[src/rtl/uart_rx_engine.sv]
// Receive-side control engine for an 8N1 UART: synchronises rx, qualifies start bits,
// times mid-bit shift strobes for the external Rx shift register and unpacks the frame.
module uart_rx_engine #(
    parameter int unsigned MinBt = 4
) (
    input  logic        clk,
    input  logic        rst,
    input  logic        rx_i,
    input  logic [18:0] bit_time_i,
    input  logic [9:0]  frame_in_i,
    input  logic        rd_i,
    output logic        sdi_o,
    output logic        sh_o,
    output logic [7:0]  rx_data_o,
    output logic        rx_rdy_o,
    output logic        ferr_o,
    output logic        ovf_o
);

    localparam logic [18:0] MinBtW = 19'(MinBt);

    typedef enum logic [2:0] {StIdle, StStart, StShift, StWait, StLoad} state_e;

    state_e      state_q, state_d;
    logic        sync1_q, sync2_q;
    logic [18:0] tick_q, tick_d;
    logic [3:0]  bitcnt_q, bitcnt_d;
    logic [18:0] bt_q, bt_d;
    logic        sh_q, sh_d;
    logic [7:0]  rx_data_q, rx_data_d;
    logic        rx_rdy_q, rx_rdy_d;
    logic        ferr_q, ferr_d;
    logic        ovf_q, ovf_d;

    logic [18:0] half_m1;
    logic [18:0] bt_m1;

    // Synchroniser resets to the idle line level so reset never looks like a start bit.
    always_ff @(posedge clk or posedge rst) begin
        if (rst) begin
            sync1_q <= 1'b1;
            sync2_q <= 1'b1;
        end else begin
            sync1_q <= rx_i;
            sync2_q <= sync1_q;
        end
    end

    assign sdi_o   = sync2_q;
    assign half_m1 = (bt_q >> 1) - 19'd1;
    assign bt_m1   = bt_q - 19'd1;

    always_ff @(posedge clk or posedge rst) begin
        if (rst) begin
            state_q   <= StIdle;
            tick_q    <= '0;
            bitcnt_q  <= '0;
            bt_q      <= MinBtW;
            sh_q      <= 1'b0;
            rx_data_q <= '0;
            rx_rdy_q  <= 1'b0;
            ferr_q    <= 1'b0;
            ovf_q     <= 1'b0;
        end else begin
            state_q   <= state_d;
            tick_q    <= tick_d;
            bitcnt_q  <= bitcnt_d;
            bt_q      <= bt_d;
            sh_q      <= sh_d;
            rx_data_q <= rx_data_d;
            rx_rdy_q  <= rx_rdy_d;
            ferr_q    <= ferr_d;
            ovf_q     <= ovf_d;
        end
    end

    always_comb begin
        state_d   = state_q;
        tick_d    = tick_q;
        bitcnt_d  = bitcnt_q;
        bt_d      = bt_q;
        sh_d      = 1'b0;
        rx_data_d = rx_data_q;
        rx_rdy_d  = rx_rdy_q;
        ferr_d    = ferr_q;
        ovf_d     = ovf_q;

        // A CPU read outside LOAD clears status; in LOAD the new byte takes priority.
        if (rd_i && state_q != StLoad) begin
            rx_rdy_d = 1'b0;
            ovf_d    = 1'b0;
        end

        unique case (state_q)
            StIdle: begin
                if (!sync2_q) begin
                    state_d  = StStart;
                    tick_d   = '0;
                    bitcnt_d = '0;
                    bt_d     = (bit_time_i < MinBtW) ? MinBtW : bit_time_i;
                end
            end
            StStart: begin
                if (tick_q == half_m1) begin
                    tick_d = '0;
                    if (!sync2_q) begin
                        sh_d     = 1'b1;
                        bitcnt_d = 4'd1;
                        state_d  = StShift;
                    end else begin
                        state_d = StIdle;
                    end
                end else begin
                    tick_d = tick_q + 19'd1;
                end
            end
            StShift: begin
                if (tick_q == bt_m1) begin
                    tick_d   = '0;
                    sh_d     = 1'b1;
                    bitcnt_d = bitcnt_q + 4'd1;
                    if (bitcnt_q == 4'd9) begin
                        state_d = StWait;
                    end
                end else begin
                    tick_d = tick_q + 19'd1;
                end
            end
            StWait: begin
                tick_d  = '0;
                state_d = StLoad;
            end
            StLoad: begin
                rx_data_d = frame_in_i[8:1];
                ferr_d    = ~frame_in_i[9];
                rx_rdy_d  = 1'b1;
                ovf_d     = rd_i ? 1'b0 : (ovf_q | rx_rdy_q);
                tick_d    = '0;
                state_d   = StIdle;
            end
            default: begin
                tick_d  = '0;
                state_d = StIdle;
            end
        endcase
    end

    assign sh_o      = sh_q;
    assign rx_data_o = rx_data_q;
    assign rx_rdy_o  = rx_rdy_q;
    assign ferr_o    = ferr_q;
    assign ovf_o     = ovf_q;

endmodule

[config.mk]
export PLATFORM = sky130hd
export DESIGN_NAME = uart_rx_engine
export DESIGN_NICKNAME = d
export VERILOG_FILES = /design/src/rtl/uart_rx_engine.sv
export SDC_FILE = /design/constraint.sdc
export NUM_CORES = 1
export LEC_CHECK = 0
export BUFFER_PORTS_ARGS = -buffer_cell sky130_fd_sc_hd__buf_2
export CORE_UTILIZATION = 55
export DETAILED_ROUTE_END_ITERATION = 8
export PLACE_DENSITY = 0.72
export RECOVER_POWER = 100
export SLEW_MARGIN = 15
export SYNTH_ARGS = -nofsm -noshare
export SYNTH_HDL_FRONTEND = slang
export SYNTH_SLANG_ARGS = --single-unit
[constraint.sdc]
create_clock -name clk -period 5.2 [get_ports clk]
set_input_delay 0 -clock clk [delete_from_list [all_inputs] [get_ports clk]]
set_output_delay 0 -clock clk [all_outputs]
set_load 0.05 [all_outputs]
# After elaboration in Yosys (flattened, before gate mapping)
# Cells that the tools add are included.
# word_totals
latch_bits,0
wordCells,63
mem_count,0
rom_bits,0
inputBits,33
register_bits,59
ramBits,0
# classes
div_mod_pow,0
reduce_logical,7
shift,0
mux,24
n_mul,0
n_eq_ne,13
bitwise_logic,3
n_addsub,4
n_lt_le_gt_ge,1
# ops
operator,count
$mux W19,4
$pmux W19 S3,1
$eq A19 B19 Y1,2
$add A19 B1 Y19 const B,1
$lt A19 B3 Y1 const B,1
$sub A18 B1 Y19 const B,1
$sub A19 B1 Y19 const B,1
$mux W4,4
$mux W3,4
$pmux W3 S4,1
$pmux W4 S3,1
$ne A2 B2 Y1 const B,5
$mux W1,7
$eq A3 B2 Y1 const B,2
$reduce_and A5 Y1,1
$add A4 B1 Y4 const B,1
$eq A4 B4 Y1 const B,1
$reduce_and A4 Y1,1
$eq A3 B1 Y1 const B,1
$eq A3 B3 Y1 const B,1
$logic_not A3 Y1,1
$ne A3 B3 Y1 const B,1
$reduce_bool A3 Y1,1
$mux W2,1
6 further kinds,7

# Longest topological paths before layout
# Gate-level depths: netlist of run 1.
# depth
depth_word,4
ltp_mapped,15
mapped_depth_nobuf,10

# Least setup slack after synthesis of run 1
# No wires, ideal clock.
# synth_timing
path_type,register to register
startpoint,register bt_q[2]
endpoint,register bitcnt_q[0]
slack_ps,1565
path_buffers,5
path_stages_with_launch,16
setup_ps,126
required_time_ps,5074
t_arrival_ps,3509
synth_period_minus_slack_ps,3635
cell_sequence,dfstp_2 > clkbuf_1 > inv_1 > ha_1 > buf_4 > nor2b_1 > buf_2 > a21o_1 > a2111o_1 > or4_1 > nor4b_2 > or2_1 > buf_4 > buf_6 > nand2_1 > a221o_1
# synth_via
elab_chain_len,4
word_cells_on_any_way,7
classes_between,2 x add/sub; 4 x eq/ne; 1 x reduce/logical
# synth_rtl
element,line,source
from (decl),28,"logic [18:0] bt_q, bt_d;"
from (signal assigned),58,bt_q <= MinBtW;
from (signal assigned),68,bt_q <= bt_d;
$sub A19 B1 Y19 or $sub A18 B1 Y19 (tied branches),"51, 50",
"$eq A19 B19 Y1, on equally long branches","118, 104",
$ne A2 B2 Y1 (no source line),--,
$reduce_and A5 Y1 (no source line) (*),--,
to (signal assigned),67,bitcnt_q <= bitcnt_d;
to (decl),27,"logic [3:0] bitcnt_q, bitcnt_d;"
# Every way passes the cells marked *; elsewhere a longest branch is shown, timed or not.
# A chain may end at the register's enable or synchronous reset.

# Final worst setup path of run 1
# layout_timing
startpoint,register bt_q[1]
endpoint,register tick_q[11]
# layout_via
elab_chain_len,4
word_cells_on_any_way,7
classes_between,2 x add/sub; 2 x eq/ne; 3 x mux
# layout_rtl
element,line,source
$sub A19 B1 Y19 or $sub A18 B1 Y19 (tied branches),"51, 50",
"$eq A19 B19 Y1, on equally long branches","118, 104",
"$mux W19, on equally long branches","118, 104",
$pmux W19 S3 (*),94,unique case (state_q)
to (signal assigned),66,tick_q <= tick_d;
to (decl),26,"logic [18:0] tick_q, tick_d;"
# Marked as above.

==> flow_summary.html, run 1 <==
<table>
<tr><th>Metric</th><th>Value</th></tr>
<tr><th colspan="2">Global routing</th></tr>
<tr><td>Maximum number of pins on one net before global-route repair</td><td>60</td></tr>
<tr><td>Initial antenna violation count</td><td>0</td></tr>
<tr><td>Global-route wire length before repair</td><td>18,700 um</td></tr>
<tr><td>Sum of overflow across all layers after global routing</td><td>0</td></tr>
<tr><td>Number of global-route vias before repair</td><td>3,975</td></tr>
<tr><td>Overall Global Routing Usage</td><td>28.9%</td></tr>
<tr><th colspan="2">Floorplanning</th></tr>
<tr><td>Area enclosed by the die boundary</td><td>8080 um^2</td></tr>
<tr><td>Chip Height</td><td>89.9 um</td></tr>
<tr><td>I/O pin total</td><td>46</td></tr>
<tr><td>Placeable core region</td><td>7370 um^2</td></tr>
<tr><td>Number of placement rows</td><td>31</td></tr>
<tr><td>Starting Density</td><td>57.7%</td></tr>
<tr><td>Die boundary width</td><td>89.9 um</td></tr>
<tr><th colspan="2">Routing</th></tr>
<tr><td>Initial drt markers</td><td>229</td></tr>
<tr><td>Initial DRT Pass Iterations</td><td>5</td></tr>
<tr><td>Wirelength per Cell</td><td>17.6 um</td></tr>
<tr><td>Number of design rule violations left after detail routing</td><td>0</td></tr>
<tr><td>Post-detailed-routing wire length</td><td>11,200 um</td></tr>
<tr><td>Number of nets still failing antenna checks after routing</td><td>0</td></tr>
<tr><td>Total number of vias</td><td>3,958</td></tr>
<tr><td>Via count normalized by instance count</td><td>6.18</td></tr>
<tr><th colspan="2">Clock tree</th></tr>
<tr><td>Post-CTS setup buffer count</td><td>0</td></tr>
<tr><td>Clock tree from TritonCTS</td><td>yes</td></tr>
<tr><td>Reg clk slew, reported paths</td><td>0.07 ns</td></tr>
<tr><td>Num Clock Sinks</td><td>59</td></tr>
<tr><td>Number of buffers created by CTS</td><td>9</td></tr>
<tr><td>Maximum number of buffers from clock root to sink</td><td>2</td></tr>
<tr><td>Cts repair resizes</td><td>0</td></tr>
<tr><td>Clock root buffer</td><td>sky130_fd_sc_hd__clkbuf_8</td></tr>
<tr><td>Worst-skew pair later-pin latency</td><td>0.36 ns</td></tr>
<tr><td>H-tree depth</td><td>3</td></tr>
<tr><th colspan="2">Final layout</th></tr>
<tr><td>Post-layout nets</td><td>574</td></tr>
<tr><td>Design Area, Final</td><td>4890 um^2</td></tr>
<tr><td>Share of final-layout standard cells stronger than drive strength 1</td><td>13.5%</td></tr>
<tr><td>Utilization of the core after routing</td><td>66.4%</td></tr>
<tr><td>Ant. Diodes</td><td>0</td></tr>
<tr><td>Synth-to-layout area growth</td><td>15.1%</td></tr>
<tr><td>Fillers</td><td>631</td></tr>
<tr><th colspan="2">Synthesis</th></tr>
<tr><td>Cells after Synth</td><td>494</td></tr>
<tr><td>Register area share after synthesis</td><td>34.8%</td></tr>
<tr><td>Main area contributors after synthesis</td><td>sky130_fd_sc_hd__dfrtp_1 33%, sky130_fd_sc_hd__nand2_1 6.7%, sky130_fd_sc_hd__xnor2_1 6.2%, sky130_fd_sc_hd__xor2_1 4.5%, sky130_fd_sc_hd__nand3_1 2.6%</td></tr>
<tr><td>Async SR Flop Fraction</td><td>100%</td></tr>
<tr><td>Library cell occupying the most area in the post-synthesis netlist</td><td>sky130_fd_sc_hd__dfrtp_1</td></tr>
<tr><td>Mean area per synthesized cell</td><td>8.60 um^2</td></tr>
<tr><td>Synthesis-stage register bit count</td><td>59</td></tr>
<tr><td>Post-Synthesis Net Count</td><td>532</td></tr>
<tr><td>Top cell type's share of synthesized area</td><td>33.0%</td></tr>
<tr><td>Synthesis warning total</td><td>0</td></tr>
<tr><td>Number of enable-type register cells in the synthesized netlist</td><td>0</td></tr>
<tr><td>Unique cell type count in the Yosys netlist</td><td>67</td></tr>
<tr><td>Summed instance area of the synthesized netlist</td><td>4250 um^2</td></tr>
<tr><td>Post-synth top flop</td><td>sky130_fd_sc_hd__dfrtp_1</td></tr>
<tr><th colspan="2">Critical path</th></tr>
<tr><td>Worst path slowest cell</td><td>sky130_fd_sc_hd__nor4b_1</td></tr>
<tr><td>Critical path data arrival time</td><td>4.66 ns</td></tr>
<tr><td>Cell-by-cell trace of the critical path</td><td>inv_1 -&gt; ha_1 -&gt; nor2b_1 -&gt; nand3_1 -&gt; a2111o_1 -&gt; or4_1 -&gt; nor4b_1 -&gt; or2_1 -&gt; a21oi_1 -&gt; a221o_1</td></tr>
<tr><td>Type of the worst setup path</td><td>flip-flop to flip-flop</td></tr>
<tr><td>Peak fanout along the critical path</td><td>11</td></tr>
<tr><td>Longest individual stage delay on the worst path</td><td>0.65 ns</td></tr>
<tr><td>Family of cells with the greatest summed delay on the critical path</td><td>simple AND/OR/NAND/NOR gates</td></tr>
<tr><td>Kind of end point of the critical path</td><td>flip-flop</td></tr>
<tr><td>Combined buffer and inverter count along the critical path</td><td>1</td></tr>
<tr><td>Startpoint type of the worst setup path</td><td>flip-flop</td></tr>
<tr><td>Worst EP required</td><td>5.44 ns</td></tr>
<tr><th colspan="2">STA</th></tr>
<tr><td>Max Clock Freq</td><td>226 MHz</td></tr>
<tr><td>Number of hold violations in the final report</td><td>0</td></tr>
<tr><td>Setup slack of the critical path after layout</td><td>0.773 ns</td></tr>
<tr><td>Final setup fails</td><td>0</td></tr>
<tr><td>Headroom to the max-slew limit</td><td>-112%</td></tr>
<tr><td>Aggregate negative setup slack</td><td>0 ns</td></tr>
<tr><td>Final period util</td><td>85.1%</td></tr>
<tr><td>Worst-Margin Slew</td><td>3.18 ns</td></tr>
<tr><td>Setup repair after global routing missed its margin</td><td>false</td></tr>
<tr><td>Fin crit period</td><td>4.43 ns</td></tr>
<tr><td>Worst setup skew after layout</td><td>0.00830 ns</td></tr>
<tr><td>Number of pins with negative max-slew slack in the final report</td><td>60</td></tr>
<tr><th colspan="2">Placement</th></tr>
<tr><td>HPWL after detailed placement</td><td>7490 um</td></tr>
<tr><td>Number of I/O port buffers</td><td>44</td></tr>
<tr><td>Final RePlAce weighted congestion</td><td>0.942</td></tr>
<tr><td>Dpl cell area</td><td>4400 um^2</td></tr>
<tr><td>Worst setup slack after placement</td><td>1.06 ns</td></tr>
<tr><th colspan="2">Power and ir drop</th></tr>
<tr><td>NetSw</td><td>397 uW</td></tr>
<tr><td>Internal power</td><td>903 uW</td></tr>
<tr><td>Maximum VDD drop</td><td>238 uV</td></tr>
<tr><td>Sequential power share</td><td>44.3%</td></tr>
<tr><td>Part of the power in combinational logic</td><td>18.2%</td></tr>
<tr><td>Total chip power</td><td>1300 uW</td></tr>
<tr><td>Clock network fraction of design power</td><td>37.5%</td></tr>
<tr><td>Switching share of power</td><td>30.6%</td></tr>
<tr><td>P per Cell Area</td><td>266 nW/um^2</td></tr>
<tr><td>Leakage</td><td>0.00205 uW</td></tr>
<tr><th colspan="2">Job</th></tr>
<tr><td>Number of maximum-capacitance violations</td><td>1</td></tr>
<tr><th colspan="2">Status</th></tr>
<tr><td>Violated checks</td><td>capacitance limit, slew limit</td></tr>
<tr><td>Status</td><td>finished with violations</td></tr>
<tr><th colspan="2">Min path</th></tr>
<tr><td>Worst hold path type</td><td>input port to flip-flop</td></tr>
</table>
registers in the layout (all words and copies together), names as in the netlist:
register   count
bitcnt_q       4
bt_q          19
ferr_o         1
ovf_o          1
rx_data_o      8
rx_rdy_o       1
sdi_o          1
sh_o           1
state_q        3
sync1_q        1
tick_q        19
layout by cell type, fill, tap and decap left out, types with 6 or more instances in the layout:
master	count
sky130_fd_sc_hd__or3_1	13
sky130_fd_sc_hd__a221o_1	7
sky130_fd_sc_hd__dfrtp_1	56
sky130_fd_sc_hd__nand3_1	22
sky130_fd_sc_hd__a21o_1	10
sky130_fd_sc_hd__a211oi_1	7
sky130_fd_sc_hd__buf_2	31
sky130_fd_sc_hd__inv_1	10
sky130_fd_sc_hd__nor2_1	22
sky130_fd_sc_hd__nand2_1	76
sky130_fd_sc_hd__xor2_1	22
sky130_fd_sc_hd__clkbuf_1	15
sky130_fd_sc_hd__mux2_2	9
sky130_fd_sc_hd__a21oi_1	9
sky130_fd_sc_hd__o21ai_0	14
sky130_fd_sc_hd__a221oi_1	8
sky130_fd_sc_hd__or2_2	7
sky130_fd_sc_hd__nor4_1	16
sky130_fd_sc_hd__clkbuf_8	10
sky130_fd_sc_hd__dlygate4sd3_1	31
sky130_fd_sc_hd__nor3_1	6
sky130_fd_sc_hd__xnor2_1	30
sky130_fd_sc_hd__nand4_1	12
worst reg2reg max path, stage by stage, from the launching register on:
cell	delay, ns
sky130_fd_sc_hd__dfrtp_1	0.43
sky130_fd_sc_hd__inv_1	0.11
sky130_fd_sc_hd__ha_1	0.39
sky130_fd_sc_hd__nor2b_1	0.53
sky130_fd_sc_hd__nand3_1	0.14
sky130_fd_sc_hd__a2111o_1	0.48
sky130_fd_sc_hd__or4_1	0.48
sky130_fd_sc_hd__nor4b_1	0.65
sky130_fd_sc_hd__or2_1	0.36
sky130_fd_sc_hd__a21oi_1	0.36
sky130_fd_sc_hd__a221o_1	0.40
through the flow:
step	hold WS (ns)	instances
2_1_floorplan	0.00448	494
3_3_place_gp	0.106	593
3_5_place_dp	0.107	593
4_1_cts	0.294	640
5_1_grt	0.306	640
6_report	0.291	640
final timing paths:
kind / from / to / slack [ns] / depth (start not counted)
max: bt_q[1] / tick_q[11] / 0.77 / 10
min: rx_i / sync1_q / 0.29 / 2
max reg2reg: bt_q[1] / tick_q[11] / 0.77 / 10
min reg2reg: sync1_q / sdi_o / 0.36 / 0
max in group asynchronous: rst / tick_q[7] / 1.97 / 4
min in group asynchronous: rst / ferr_o / 1.45 / 4
power groups by stage:
stage               combinational, uW  sequential (uW)  clock, uW
finish                            237              576        488
floorplan                         233              517          0
CTS                               236              574        487
global route                      260              583        508
detailed placement                216              582          0
global placement                  209              580          0
area by class of cell:
type | count | area [um^2] | area share, %
Clock buffer | 10 | 138 | 2.81
Inverter | 10 | 37.5 | 0.767
Clock inverter | 6 | 88.8 | 1.82
Multi-Input combinational cell | 377 | 2490 | 50.9
Timing Repair Buffer | 79 | 537 | 11.0
Sequential cell | 59 | 1480 | 30.2
Tap cell | 99 | 124 | 2.53
per-layer routing:
layer  routed length [um]  up-vias  GRT usage [%]
met5                    0        -              0
met4                  225        0           12.8
met3                  461       25           5.16
met2                 5540      135           49.5
met1                 5010     1927           35.6
li1                     -     1871              -
cell families (layout without fill, tap and decap cells):
| kind of cell | count (synthesis) | count (layout) | synth area share [%] |
|---|---|---|---|
| and+or+nand+nor | 216 | 216 | 27.1 |
| DFF | 59 | 59 | 34.8 |
| AOI/OAI and AO/OA | 92 | 92 | 16.4 |
| muxes | 12 | 12 | 3.09 |
| adders and majority gates | 5 | 5 | 1.47 |
| buffers and inverters | 58 | 105 | 6.39 |
| xor gates and xnor gates | 52 | 52 | 10.7 |
cell usage after synthesis, drive strengths merged, types with 3 or more instances:
library cell / n
a2111oi: 5
a211o: 3
a211oi: 7
a21o: 10
a21oi: 9
a221o: 7
a221oi: 8
a22oi: 3
a31oi: 3
and2: 3
and3: 3
buf: 20
clkbuf: 28
dfrtp: 56
dfstp: 3
ha: 5
inv: 10
mux2: 9
mux2i: 3
nand2: 76
nand2b: 3
nand3: 22
nand4: 12
nand4b: 3
nor2: 22
nor2b: 5
nor3: 7
nor3b: 4
nor4: 17
nor4b: 4
o21ai: 14
o31ai: 3
or2: 8
or3: 14
or4: 6
xnor2: 30
xor2: 22
timing repair:
item / CTS / global route
setup endpoints to repair: 0 / 0
hold buffers: 31 / 0
endpoints found under the hold margin: 87 / 0
Note: power is estimated with default switching activity, not from simulation.
==> run 2: changes to the inputs <==
--- a/config.mk
+++ b/config.mk
@@ -5,10 +5,12 @@
 export SDC_FILE = /design/constraint.sdc
 export NUM_CORES = 1
 export LEC_CHECK = 0
+export ABC_AREA = 1
 export BUFFER_PORTS_ARGS = -buffer_cell sky130_fd_sc_hd__buf_2
 export CORE_UTILIZATION = 55
+export CTS_BUF_LIST = sky130_fd_sc_hd__clkbuf_4 sky130_fd_sc_hd__clkbuf_8
 export DETAILED_ROUTE_END_ITERATION = 8
-export PLACE_DENSITY = 0.72
+export PLACE_DENSITY = 0.73
 export RECOVER_POWER = 100
 export SLEW_MARGIN = 15
 export SYNTH_ARGS = -nofsm -noshare
==> run 2 against run 1 <==
The flow still finishes with violations (capacitance limit, slew limit). Worst hold slack improved by 0.026 ns. Final cell count is 19% higher. Clock power fell by 19%. Sequential share of layout area increased by 0.12 points. Sequential power grew 35%. Via count about the same. Critical path depth shrank 6. Global-route usage down 0.14 points. Largest power group is now combinational logic. Highest routed layer unchanged.
==> flow_summary.html, run 2 <==
<table>
<tr><th>Metric</th><th>Value</th></tr>
<tr><th colspan="2">Synthesis</th></tr>
<tr><td>Top cell type's share of synthesized area</td><td>33.7% (+0.72 points)</td></tr>
<tr><td>Cells after Synth</td><td>586 (+19%)</td></tr>
<tr><td>Mean area per synthesized cell</td><td>7.10 um^2 (-18%)</td></tr>
<tr><td>Main area contributors after synthesis</td><td>sky130_fd_sc_hd__dfrtp_1 34%, sky130_fd_sc_hd__nand2_1 15%, sky130_fd_sc_hd__nand3_1 6.0%, sky130_fd_sc_hd__inv_1 5.8%, sky130_fd_sc_hd__xor2_1 5.5%</td></tr>
<tr><td>Leading post-synthesis cells by instance count</td><td>170 x sky130_fd_sc_hd__nand2_1, 64 x sky130_fd_sc_hd__inv_1, 60 x sky130_fd_sc_hd__nor2_1, 56 x sky130_fd_sc_hd__dfrtp_1, 50 x sky130_fd_sc_hd__nand3_1</td></tr>
<tr><td>Unique cell type count in the Yosys netlist</td><td>33 (-51%)</td></tr>
<tr><td>Number of enable-type register cells in the synthesized netlist</td><td>0 (unchanged)</td></tr>
<tr><td>Library cell occupying the most area in the post-synthesis netlist</td><td>sky130_fd_sc_hd__dfrtp_1</td></tr>
<tr><td>Post-synth top flop</td><td>sky130_fd_sc_hd__dfrtp_1</td></tr>
<tr><td>Async SR Flop Fraction</td><td>100% (unchanged)</td></tr>
<tr><td>Synthesis-stage register bit count</td><td>59 (unchanged)</td></tr>
<tr><td>Synthesis warning total</td><td>0 (unchanged)</td></tr>
<tr><td>Post-Synthesis Net Count</td><td>624 (+17%)</td></tr>
<tr><td>Library cell with the highest instance count after synthesis</td><td>sky130_fd_sc_hd__nand2_1</td></tr>
<tr><td>Summed instance area of the synthesized netlist</td><td>4160 um^2 (-2.1%)</td></tr>
<tr><td>Register area share after synthesis</td><td>35.6% (+0.76 points)</td></tr>
<tr><th colspan="2">Power and ir drop</th></tr>
<tr><td>NetSw</td><td>1260 uW (+220%)</td></tr>
<tr><td>Leakage</td><td>0.00229 uW (+11%)</td></tr>
<tr><td>Sequential power share</td><td>31.1% (-13 points)</td></tr>
<tr><td>Switching share of power</td><td>50.3% (+20 points)</td></tr>
<tr><td>Internal power</td><td>1240 uW (+38%)</td></tr>
<tr><td>P per Cell Area</td><td>514 nW/um^2 (+93%)</td></tr>
<tr><td>Part of the power in combinational logic</td><td>53.2% (+35 points)</td></tr>
<tr><td>Clock network fraction of design power</td><td>15.7% (-22 points)</td></tr>
<tr><td>Maximum VDD drop</td><td>329 uV (+39%)</td></tr>
<tr><th colspan="2">Clock tree</th></tr>
<tr><td>H-tree depth</td><td>3 (unchanged)</td></tr>
<tr><td>Num Clock Sinks</td><td>59 (unchanged)</td></tr>
<tr><td>Reg clk slew, reported paths</td><td>0.07 ns (about the same)</td></tr>
<tr><td>Hold buffer count at CTS</td><td>31 (unchanged)</td></tr>
<tr><td>Clock tree from TritonCTS</td><td>yes</td></tr>
<tr><td>Number of buffers created by CTS</td><td>9 (unchanged)</td></tr>
<tr><td>Worst-skew pair later-pin latency</td><td>0.35 ns (about the same)</td></tr>
<tr><td>Maximum number of buffers from clock root to sink</td><td>2 (unchanged)</td></tr>
<tr><td>Post-CTS setup buffer count</td><td>0 (unchanged)</td></tr>
<tr><td>Clock root buffer</td><td>sky130_fd_sc_hd__clkbuf_8</td></tr>
<tr><td>Cts repair resizes</td><td>0 (unchanged)</td></tr>
<tr><th colspan="2">Critical path</th></tr>
<tr><td>Kind of end point of the critical path</td><td>asynchronous set/reset pin</td></tr>
<tr><td>Longest individual stage delay on the worst path</td><td>2.23 ns (+1.58 ns)</td></tr>
<tr><td>Startpoint type of the worst setup path</td><td>input port</td></tr>
<tr><td>Worst reg2reg startpoint</td><td>bt_q[1]</td></tr>
<tr><td>Combined buffer and inverter count along the critical path</td><td>4 (+3)</td></tr>
<tr><td>Critical Path Source</td><td>rst</td></tr>
<tr><td>Family of cells with the greatest summed delay on the critical path</td><td>buffers and inverters</td></tr>
<tr><td>Cell-by-cell trace of the critical path</td><td>dlygate4sd3_1 -&gt; clkbuf_2 -&gt; inv_1 -&gt; clkbuf_1</td></tr>
<tr><td>Worst path slowest cell</td><td>sky130_fd_sc_hd__clkbuf_1</td></tr>
<tr><td>Critical path data arrival time</td><td>2.95 ns (-1.71 ns)</td></tr>
<tr><td>Peak fanout along the critical path</td><td>59 (+48)</td></tr>
<tr><td>Worst EP required</td><td>4.95 ns (-0.49 ns)</td></tr>
<tr><td>Type of the worst setup path</td><td>input port to asynchronous set/reset pin</td></tr>
<tr><th colspan="2">Global routing</th></tr>
<tr><td>Number of global-route vias before repair</td><td>3,696 (-7.0%)</td></tr>
<tr><td>Overall Global Routing Usage</td><td>28.7% (-0.14 points)</td></tr>
<tr><td>Global-route wire length before repair</td><td>17,000 um (-9.2%)</td></tr>
<tr><td>Initial antenna violation count</td><td>0 (unchanged)</td></tr>
<tr><td>Maximum number of pins on one net before global-route repair</td><td>60 (unchanged)</td></tr>
<tr><td>Sum of overflow across all layers after global routing</td><td>0 (unchanged)</td></tr>
<tr><th colspan="2">STA</th></tr>
<tr><td>Final period util</td><td>61.5% (-24 points)</td></tr>
<tr><td>Number of hold violations in the final report</td><td>0 (unchanged)</td></tr>
<tr><td>Aggregate negative setup slack</td><td>0 ns (unchanged)</td></tr>
<tr><td>Final setup fails</td><td>0 (unchanged)</td></tr>
<tr><td>Setup repair after global routing missed its margin</td><td>false</td></tr>
<tr><td>Max Clock Freq</td><td>312 MHz (+38%)</td></tr>
<tr><td>Number of pins with negative max-slew slack in the final report</td><td>60 (unchanged)</td></tr>
<tr><td>Worst-Margin Slew</td><td>3.18 ns (+0.00372 ns)</td></tr>
<tr><td>Fin crit period</td><td>3.20 ns (-1.23 ns)</td></tr>
<tr><td>Headroom to the max-slew limit</td><td>-112% (-0.25 points)</td></tr>
<tr><td>Worst setup skew after layout</td><td>0.00765 ns (-0.000654 ns)</td></tr>
<tr><td>Setup slack of the critical path after layout</td><td>2.00 ns (+1.23 ns)</td></tr>
<tr><th colspan="2">Final layout</th></tr>
<tr><td>Post-layout nets</td><td>699 (+22%)</td></tr>
<tr><td>Ant. Diodes</td><td>0 (unchanged)</td></tr>
<tr><td>Share of final-layout standard cells stronger than drive strength 1</td><td>12.6% (-0.86 points)</td></tr>
<tr><td>Synth-to-layout area growth</td><td>17.2%</td></tr>
<tr><td>Fillers</td><td>702 (+11%)</td></tr>
<tr><td>Design Area, Final</td><td>4870 um^2 (-0.41%)</td></tr>
<tr><td>Most frequent standard cell in the layout excluding fill and tap cells</td><td>sky130_fd_sc_hd__nand2_1</td></tr>
<tr><td>Commonest cells after routing, fill and taps aside</td><td>174 x sky130_fd_sc_hd__nand2_1, 68 x sky130_fd_sc_hd__nor2_1, 64 x sky130_fd_sc_hd__inv_1</td></tr>
<tr><th colspan="2">Floorplanning</th></tr>
<tr><td>I/O pin total</td><td>46 (unchanged)</td></tr>
<tr><td>Number of placement rows</td><td>31 (unchanged)</td></tr>
<tr><td>Starting Density</td><td>57.0% (-0.64 points)</td></tr>
<tr><td>Die boundary width</td><td>89.0 um (-1.1%)</td></tr>
<tr><td>Chip Height</td><td>89.0 um (-1.1%)</td></tr>
<tr><td>Area enclosed by the die boundary</td><td>7910 um^2 (-2.1%)</td></tr>
<tr><td>Placeable core region</td><td>7290 um^2 (-1.1%)</td></tr>
<tr><th colspan="2">Routing</th></tr>
<tr><td>Wirelength per Cell</td><td>13.5 um (-23%)</td></tr>
<tr><td>Number of design rule violations left after detail routing</td><td>0 (unchanged)</td></tr>
<tr><td>Via count normalized by instance count</td><td>5.18 (-16%)</td></tr>
<tr><td>Number of nets still failing antenna checks after routing</td><td>0 (unchanged)</td></tr>
<tr><td>Post-detailed-routing wire length</td><td>10,300 um (-8.2%)</td></tr>
<tr><td>Initial drt markers</td><td>295 (+29%)</td></tr>
<tr><td>Initial DRT Pass Iterations</td><td>5 (unchanged)</td></tr>
<tr><td>Total number of vias</td><td>3,960 (+0.051%)</td></tr>
<tr><th colspan="2">Min path</th></tr>
<tr><td>Worst hold path startpoint</td><td>rx_i</td></tr>
<tr><td>Worst hold path type</td><td>input port to flip-flop</td></tr>
<tr><th colspan="2">Placement</th></tr>
<tr><td>HPWL after detailed placement</td><td>7450 um (-0.49%)</td></tr>
<tr><td>Worst setup slack after placement</td><td>2.56 ns (+1.50 ns)</td></tr>
<tr><td>Dpl cell area</td><td>4450 um^2 (+1.3%)</td></tr>
<tr><td>Final RePlAce weighted congestion</td><td>0.894 (-5.1%)</td></tr>
<tr><td>Number of I/O port buffers</td><td>44 (unchanged)</td></tr>
<tr><th colspan="2">Status</th></tr>
<tr><td>Status</td><td>finished with violations</td></tr>
<tr><td>Violated checks</td><td>capacitance limit, slew limit</td></tr>
<tr><th colspan="2">Job</th></tr>
<tr><td>Number of maximum-capacitance violations</td><td>1 (unchanged)</td></tr>
</table>
run 2: changes by cell type after synthesis, moves of 9 or more:
cell,change
sky130_fd_sc_hd__inv_1,+54
sky130_fd_sc_hd__nor4_1,-13
sky130_fd_sc_hd__nand3_1,+28
sky130_fd_sc_hd__a21o_1,-10
sky130_fd_sc_hd__o21ai_0,+18
sky130_fd_sc_hd__clkbuf_1,-16
sky130_fd_sc_hd__or3_1,-13
sky130_fd_sc_hd__xnor2_1,-10
sky130_fd_sc_hd__buf_2,-9
sky130_fd_sc_hd__nand2_1,+94
sky130_fd_sc_hd__nor2_1,+38
sky130_fd_sc_hd__nor2_2,+20
run 2: path summary, 6_finish.rpt:
path / endpoint / slack, ns / cells after the start
worst max-delay path: bt_q[16] / 2.00 / 4
worst min-delay path: sync1_q / 0.32 / 2
worst max register to register: tick_q[12] / 2.21 / 15
worst min register to register: sdi_o / 0.36 / 0
max in group clk: tick_q[12] / 2.21 / 15
min in group asynchronous: rx_data_o[6] / 1.39 / 4
run 2: final cells by class:
cell class	instances	area (um^2)	share of cell area, %
tap	99	124	2.54
multi-input combinational	447	2310	47.5
clock buffer	11	151	3.11
timing repair buffer	78	529	10.9
clock inverter	4	26.3	0.539
sequential	59	1480	30.4
inverter	66	248	5.08
run 2: per-stage QoR:
| step | hold WS, ns | instances | utilization (%) | total power [uW] |
|---|---|---|---|---|
| after floorplan | 0.00448 | 586 | - | 1830 |
| after global placement | 0.106 | 718 | 61.1 | 2090 |
| after detailed placement | 0.112 | 718 | 61.1 | 2120 |
| after CTS | 0.305 | 764 | 67.7 | 2530 |
| after global routing | 0.306 | 764 | 66.8 | 2700 |
| final | 0.317 | 764 | 66.8 | 2500 |
run 2: logic make-up after synthesis:
kind of cell | share of synthesized area [%]
compound gates | 5.08
xor+xnor | 9.69
fa+ha+maj | 1.50
buf+inv | 7.79
flops | 35.6
mux | 2.44
simple gates | 37.9
run 2: per-layer routing:
metal	track usage [%]	vias up	share of wire (%)
li1	-	1996	-
met5	0	-	0
met3	5.63	18	5.2
met4	9.09	0	1.8
met1	38.0	1832	45
met2	47.9	114	48
run 2: power groups by stage:
stage,Clock (uW),Combinational [uW],Sequential (uW)
after floorplan,0,953,878
after global placement,0,1310,778
after detailed placement,0,1330,785
after CTS,402,1350,776
after global routing,418,1490,798
final,393,1330,779
